<file path="config.mk">
export PLATFORM = sky130hd
export DESIGN_NAME = gate_char_sequencer
export DESIGN_NICKNAME = d
export VERILOG_FILES = /design/src/rtl/gate_char_pkg.sv /design/src/rtl/gate_char_watch.sv /design/src/rtl/gate_char_sequencer.sv
export SDC_FILE = /design/constraint.sdc
export NUM_CORES = 1
export LEC_CHECK = 0
export BUFFER_PORTS_ARGS = -buffer_cell sky130_fd_sc_hd__buf_2
export CAP_MARGIN = 10
export CORE_ASPECT_RATIO = 0.75
export CORE_UTILIZATION = 43
export CTS_BUF_LIST = sky130_fd_sc_hd__clkbuf_4 sky130_fd_sc_hd__clkbuf_8
export DETAILED_ROUTE_END_ITERATION = 16
export HOLD_SLACK_MARGIN = 0.1
export SETUP_SLACK_MARGIN = 0.1
export SLEW_MARGIN = 20
export SYNTH_ARGS = -nofsm -noshare
export SYNTH_HDL_FRONTEND = slang
export SYNTH_HIERARCHICAL = 1
export SYNTH_SLANG_ARGS = --single-unit
</file>
<file path="constraint.sdc">
create_clock -name clk -period 3.49 [get_ports clk]
set_clock_uncertainty 0.1 [all_clocks]
set_input_delay 0.698 -clock clk [delete_from_list [all_inputs] [get_ports clk]]
set_output_delay 0.698 -clock clk [all_outputs]
set_load 0.05 [all_outputs]
</file>
<file path="src/rtl/gate_char_pkg.sv">
// Shared types and helpers for the gate characterisation sequencer.
// GATE_CHAR_GRAY_ORDER_EN selects Gray-code vector order; binary order otherwise.
package gate_char_pkg;

  localparam int NUM_VEC = 16;

  typedef enum logic [2:0] {IDLE, APPLY, WAIT, CHECK, NEXT, DONE} state_t;

  // vec = {a,b,c,d}; w = d ? ~(a&b) : ~c
  function automatic logic golden(input logic [3:0] vec);
    return vec[0] ? ~(vec[3] & vec[2]) : ~vec[1];
  endfunction

  function automatic logic [3:0] order(input logic [3:0] idx);
`ifdef GATE_CHAR_GRAY_ORDER_EN
    return idx ^ (idx >> 1);
`else
    return idx;
`endif
  endfunction

endpackage

</file>
<file path="src/rtl/gate_char_watch.sv">
// Settle watcher: registers the gate output, counts wait cycles and consecutive
// matches, latches the first-match latency and flags pass or timeout.
module gate_char_watch #(
  parameter int SETTLE_CYC  = 2,
  parameter int TIMEOUT_CYC = 15,
  parameter int CNT_W       = 5
) (
  input  logic             clk,
  input  logic             rst_n,
  input  logic             restart,
  input  logic             active,
  input  logic             w_i,
  input  logic             expect_w,
  output logic             pass,
  output logic             timeout,
  output logic [CNT_W-1:0] lat
);

  localparam logic [CNT_W-1:0] SETTLE_V = CNT_W'(SETTLE_CYC);
  localparam logic [CNT_W-1:0] LAST_V   = CNT_W'(TIMEOUT_CYC - 1);
  localparam logic [CNT_W-1:0] ONE      = {{(CNT_W-1){1'b0}}, 1'b1};

  logic             w_q;
  logic             match;
  logic [CNT_W-1:0] wait_cnt;
  logic [CNT_W-1:0] run;

  // pass takes priority when the settle run completes on the last allowed cycle
  always_comb begin
    match   = (w_q == expect_w);
    pass    = active && match && ((run + ONE) == SETTLE_V);
    timeout = active && !pass && (wait_cnt == LAST_V);
  end

  always_ff @(posedge clk) begin
    if (!rst_n) begin
      w_q      <= 1'b0;
      wait_cnt <= '0;
      run      <= '0;
      lat      <= '0;
    end else begin
      w_q <= w_i;
      if (restart) begin
        wait_cnt <= '0;
        run      <= '0;
        lat      <= '0;
      end else if (active) begin
        run <= match ? run + ONE : '0;
        if (match && run == '0)
          lat <= wait_cnt;
        if (!(pass || timeout))
          wait_cnt <= wait_cnt + ONE;
      end
    end
  end

endmodule

</file>
<file path="src/rtl/gate_char_sequencer.sv">
// Sweeps all 16 input vectors of the 4-input gate, checks each settled output
// against the golden function and reports errors, worst latency and first failure.
// Vector order is Gray when GATE_CHAR_GRAY_ORDER_EN is defined, binary otherwise.
module gate_char_sequencer
  import gate_char_pkg::*;
#(
  parameter int SETTLE_CYC  = 2,
  parameter int TIMEOUT_CYC = 15,
  parameter int CNT_W       = 5
) (
  input  logic             clk,
  input  logic             rst_n,
  input  logic             start,
  input  logic             w_i,
  output logic [3:0]       vec_o,
  output logic             busy,
  output logic             done,
  output logic [4:0]       err_cnt,
  output logic [CNT_W-1:0] max_lat,
  output logic [3:0]       first_fail_vec,
  output logic             first_fail_vld
);

  localparam logic [3:0] LAST_IDX = 4'(NUM_VEC - 1);

  state_t           state, state_nxt;
  logic [3:0]       idx;
  logic             pass_q;
  logic             restart, active;
  logic             pass, timeout;
  logic [CNT_W-1:0] lat;

  gate_char_watch #(
    .SETTLE_CYC (SETTLE_CYC),
    .TIMEOUT_CYC(TIMEOUT_CYC),
    .CNT_W      (CNT_W)
  ) u_watch (
    .clk     (clk),
    .rst_n   (rst_n),
    .restart (restart),
    .active  (active),
    .w_i     (w_i),
    .expect_w(golden(vec_o)),
    .pass    (pass),
    .timeout (timeout),
    .lat     (lat)
  );

  always_comb begin
    state_nxt = state;
    busy      = (state != IDLE);
    done      = (state == DONE);
    restart   = (state == APPLY);
    active    = (state == WAIT);
    case (state)
      IDLE:    if (start) state_nxt = APPLY;
      APPLY:   state_nxt = WAIT;
      WAIT:    if (pass || timeout) state_nxt = CHECK;
      CHECK:   state_nxt = NEXT;
      NEXT:    state_nxt = (idx == LAST_IDX) ? DONE : APPLY;
      DONE:    state_nxt = IDLE;
      default: state_nxt = IDLE;
    endcase
  end

  always_ff @(posedge clk) begin
    if (!rst_n) begin
      state          <= IDLE;
      idx            <= '0;
      vec_o          <= '0;
      pass_q         <= 1'b0;
      err_cnt        <= '0;
      max_lat        <= '0;
      first_fail_vec <= '0;
      first_fail_vld <= 1'b0;
    end else begin
      state <= state_nxt;
      case (state)
        IDLE: if (start) begin
          idx            <= '0;
          vec_o          <= order(4'd0);
          err_cnt        <= '0;
          max_lat        <= '0;
          first_fail_vec <= '0;
          first_fail_vld <= 1'b0;
        end
        WAIT: if (pass || timeout) pass_q <= pass;
        CHECK: begin
          if (pass_q) begin
            if (lat > max_lat) max_lat <= lat;
          end else begin
            err_cnt <= err_cnt + 5'd1;
            if (!first_fail_vld) begin
              first_fail_vec <= vec_o;
              first_fail_vld <= 1'b1;
            end
          end
        end
        // vec_o is loaded together with idx so it is valid throughout APPLY
        NEXT: if (idx != LAST_IDX) begin
          idx   <= idx + 4'd1;
          vec_o <= order(idx + 4'd1);
        end
        default: ;
      endcase
    end
  end

endmodule
</file>
=== After elaboration in Yosys (flattened, before gate mapping) ===
Cells that the tools add are included.

* Register bits: 39
* Bits of input ports: 4
* Output and inout port bits: 21
* Logic and storage cells: 80

* Add/subtract/negate cells: 4
* Order comparisons: 1
* Equal/unequal tests: 17
* Mux-type cells: 21
* Bitwise logic cells: 5
* Reduce and logical (&&, ||, !) cells: 21

{| class="wikitable"
|+ Operators by type and width
! kind !! number
|-
| $mux 5 || 5
|-
| $pmux 5 s2 || 2
|-
| $mux 4 || 4
|-
| $pmux 4 s2 || 2
|-
| $add 5x1->5 const B || 3
|-
| $pmux 3 s5 || 1
|-
| $ne 2x2->1 const B || 7
|-
| $mux 3 || 3
|-
| $reduce_and 2->1 || 4
|-
| $reduce_and 4->1 || 2
|-
| $eq 3x2->1 const B || 2
|-
| $eq 3x3->1 const B || 2
|-
| $reduce_and 3->1 || 2
|-
| $eq 5x2->1 const B || 1
|-
| $eq 5x4->1 const B || 1
|-
| $gt 5x5->1 || 1
|-
| $logic_and 1x1->1 || 5
|-
| $logic_not 5->1 || 1
|-
| $add 4x1->4 const B || 1
|-
| $eq 4x4->1 const B || 1
|-
| $ne 4x4->1 const B || 1
|-
| $not 1->1 || 4
|-
| $reduce_bool 2->1 || 2
|-
| $eq 3x1->1 const B || 1
|-
| other kinds (9) || 11
|}

=== Longest topological paths before layout ===
* Depth after elaboration: 12
* Gate-level depth with buffers: 9
* Mapped depth without buffers: 9

=== Hierarchy ===
Netlist, hierarchy kept.

{| class="wikitable"
|+ Modules (own cells, without submodules)
! module !! times used !! cells an instance !! area each (µm²) !! sequential area each (µm²)
|-
| gate_char_sequencer || 1 || 145 || 1260.0 || 460.4
|-
| gate_char_watch || 1 || 96 || 844.6 || 320.3
|}

=== Worst setup path after synthesis ===
Ideal clock, no wire load.

* Path kind: reg-to-reg
* Start: reg idx[1] (netlist name)
* End: reg state[0]
* Library setup time: 0.091 ns
* Data arrival time: 2.089 ns
* Required time: 3.299 ns
* Slack: 1.209 ns
* Cell stages (with the launch flop): 10
* Path buffers: 1
* Clock period less this slack: 2.281 ns
* Path through: dfxtp_1 nor2b_1 a31oi_1 xnor2_1 and2_0 clkbuf_1 o2111a_1 nor2_1 o21ai_0 nor4bb_1

{| class="wikitable"
|+ RTL lines
! element !! line !! text
|-
| to (signal assigned) || gate_char_sequencer.sv:77 || <nowiki>state <= state_nxt;</nowiki>
|-
| to (decl) || gate_char_sequencer.sv:26 || <nowiki>state_t state, state_nxt;</nowiki>
|}

=== Worst setup path after layout ===
* Start: reg state[2]
* End: out busy

* Longest elaborated chain between the ends: 1

{| class="wikitable"
|+ RTL lines
! element !! line !! text
|-
| $reduce_bool 3->1 || gate_char_sequencer.sv:51 || <nowiki>busy = (state != IDLE);</nowiki>
|-
| to (decl) || gate_char_sequencer.sv:16 || <nowiki>output logic busy,</nowiki>
|}

Every way passes these cells.

==> results.tsv <==
stage	metric	value	unit
pwr	powerDensity	396	nW/um2
finish	layout_common_cells	dfxtp_1, buf_2, nand2_1	
worst_setup_path	critPathMaxFanout	13	
floorplanning	die_h	62.6	um
worst_setup_path	worstPathArrival	1.49	ns
worst_setup_path	crit_path_end	busy	
timing	finalHoldViolCount	0	
clock_network	worstSkewPairLatency	0.29	ns
status	status	finished, final reports clean	
finish	antenna_cells	0	
yosys	ys.flop_type	dfxtp_1	
global_routing	met2_usage	23.5	%
yosys	yosysSeqAreaShare	37.1	%
timing	period_needed	2.29	ns
worst_setup_path	reg2reg_to	state[0]	
placement	dp_hpwl	2900	um
global_routing	grtUsageMet3	4.82	%
yosys	synth_area_per_cell	8.73	um2
job	cap_viol_max_count	0	
placement	port_buffers	24	
clock_network	htreeDepth	2	
timing	finalSetupViolCount	0	
finish	seq_area	781	um2
clock_network	cts.repair_timing.setup_buffer_count	0	
routing	drt_wl_total	4020	um
worst_setup_path	crit_path_start	state[2]	
yosys	async_reset_ff_share	0	%
yosys	synth-seq-cells	39	
finish	final_common_cell	dfxtp_1	
yosys	ys_warn_count	6	
yosys	syn_inst	241	
routing	drt-vias-per-instance	5.43	
worst_setup_path	endpoint_kind	output pin	
global_routing	grt_pass1_wl	6910	um
routing	dr.pass1.iters	4	
timing	tightestPinTransition	0.617	ns
min_path	hold_path_class	register to register	
timing	report.final.slew_viol_count	0	
clock_network	cts_buffers	5	
timing	fmax	437	MHz
worst_setup_path	worstSetupPathType	register to output pin	
floorplanning	rows	21	
global_routing	grt_pass1_vias	1470	
yosys	netlist_top_cells_area	dfxtp_1, ha_1, mux2i_1	
clock_network	cts_hold_buf	0	
clock_network	root_buffer	clkbuf_8	
routing	drt_iter0_drc	131	
clock_network	max-clock-path-buffers	2	
pwr	vdd_drop_max	0.000318	V
global_routing	gr-usage-met1	26.0	%
worst_setup_path	rr_worst_depth	6	
clock_network	cts_tree	done	
yosys	synth_top_area_share	37.1	%
pwr	total_leakage_power	0.000955	uW
routing	wl_per_cell	12.7	um
clock_network	post_cts_resized	0	
yosys	syn-cell-area	2100	um2
worst_setup_path	reg2reg_from	state[1]	
floorplanning	design.core.area	4570	um2
min_path	min-delay-start	err_cnt[4]	
global_routing	track_usage	17.4	%
timing	finalCritPeriodShare	65.6	%
floorplanning	start_util	46.0	%
worst_setup_path	reg2reg_slack	1.22	ns
floorplanning	die_w	82.8	um
timing	fin_tns_setup	0	ns
yosys	synth_cell_types	47	
clock_network	clock-sinks	39	
finish	nNetsFinal	276	
worst_setup_path	cp.required	2.69	ns
global_routing	antenna_found_initial	0	
yosys	synth_edf_count	0	
finish	area_growth	10.3	%
routing	drc	0	
yosys	syn-num-nets	257	
floorplanning	io_pins	25	
finish	drive_gt1_share	15.4	%
floorplanning	dieArea	5180	um2
placement	gp_congestion	0.744	
routing	detail-route-antenna-nets	0	
timing	fin_ws	1.20	ns
worst_setup_path	startpoint_type	register	
yosys	synth_top_area_cell	dfxtp_1	
timing	rsz0062_at_grt	false	
timing	max-slew-margin-rel	58.8	%
global_routing	grt_max_degree	30	
global_routing	overflow	0	
routing	num_vias	1721	
finish	multi_input_area	1200	um2
clock_network	cts.clk_slew.worst_paths	0.07	ns
global_routing	gr-max-usage-layer	met1	
placement	place_ws	1.22	ns
finish	fillCellCount	448	
cell usage after synthesis (5+ instances only):
cell      number
or3_1          5
o21ai_0       14
nand2_1       19
inv_1         12
nor3b_1        5
clkbuf_1       6
a21boi_0       8
ha_1          12
nor2_1        18
dfxtp_1       39
nand3_1       12
mux2i_1       13
nor2b_1        6
a21oi_1       14
logic make-up after synthesis:
| group | after synthesis | share of synthesized area [%] |
|---|---|---|
| mux | 14 | 6.72 |
| fa+ha+maj | 12 | 7.13 |
| buf+inv | 26 | 5.77 |
| flops | 39 | 37.1 |
| simple gates | 89 | 23.6 |
| xor+xnor | 3 | 1.25 |
| compound gates | 58 | 18.4 |
flip-flops by register name (all words and copies together) (netlist names), 3 cells and up:
| name | flops |
|---|---|
| err_cnt | 5 |
| first_fail_vec | 4 |
| idx | 4 |
| max_lat | 5 |
| state | 3 |
| u_watch/lat | 5 |
| u_watch/run | 5 |
| u_watch/wait_cnt | 5 |
metrics by stage:
step / util (%) / hold WS (ns) / std cells / power, uW / instance area, um2
6_report: 50.8 / 0.359 / 317 / 921 / 2320
5_1_grt: 50.8 / 0.383 / 317 / 971 / 2320
4_1_cts: 50.8 / 0.358 / 317 / 935 / 2320
3_5_place_dp: 48.9 / 0.344 / 310 / 624 / 2230
3_3_place_gp: 48.9 / 0.341 / 310 / 624 / 2230
2_1_floorplan: - / 0.359 / 241 / 600 / 2100
per-layer routing:
layer | vias up | share of wire (%) | wire length [um]
met5 | - | 0 | 0
met2 | 21 | 40 | 1630
li1 | 901 | - | -
met3 | 4 | 2.9 | 117
met4 | 0 | 0.97 | 39
met1 | 795 | 56 | 2240
worst min-delay path by stage:
stage                  to  slack, ns  cells past startpoint
2_1_floorplan  max_lat[0]       0.36                      2
3_3_place_gp   err_cnt[4]       0.34                      1
3_5_place_dp   err_cnt[4]       0.34                      1
4_1_cts        err_cnt[4]       0.36                      1
5_1_grt        err_cnt[4]       0.38                      1
6_report       err_cnt[4]       0.36                      1
where the power goes:
part	internal (uW)	switching (uW)	total, uW
Clock	155	152	307
Sequential	455	18.7	473
Combinational	50.2	89.9	140
area by class of cell:
| cell class | count | share of cell area (%) |
|---|---|---|
| multi-input cells | 176 | 51.8 |
| flip-flops and latches | 39 | 33.6 |
| repair buffers | 26 | 5.82 |
| well taps | 57 | 3.07 |
| clock buffers | 6 | 3.56 |
| inverters | 12 | 1.94 |
| clock inverters | 1 | 0.216 |
critical path, cell delays in order (launching register included):
cell and delay, ns:
dfxtp_1 0.61, nor3_1 0.14, inv_1 0.17, buf_2 0.29
(Power assumes the default switching activity.)
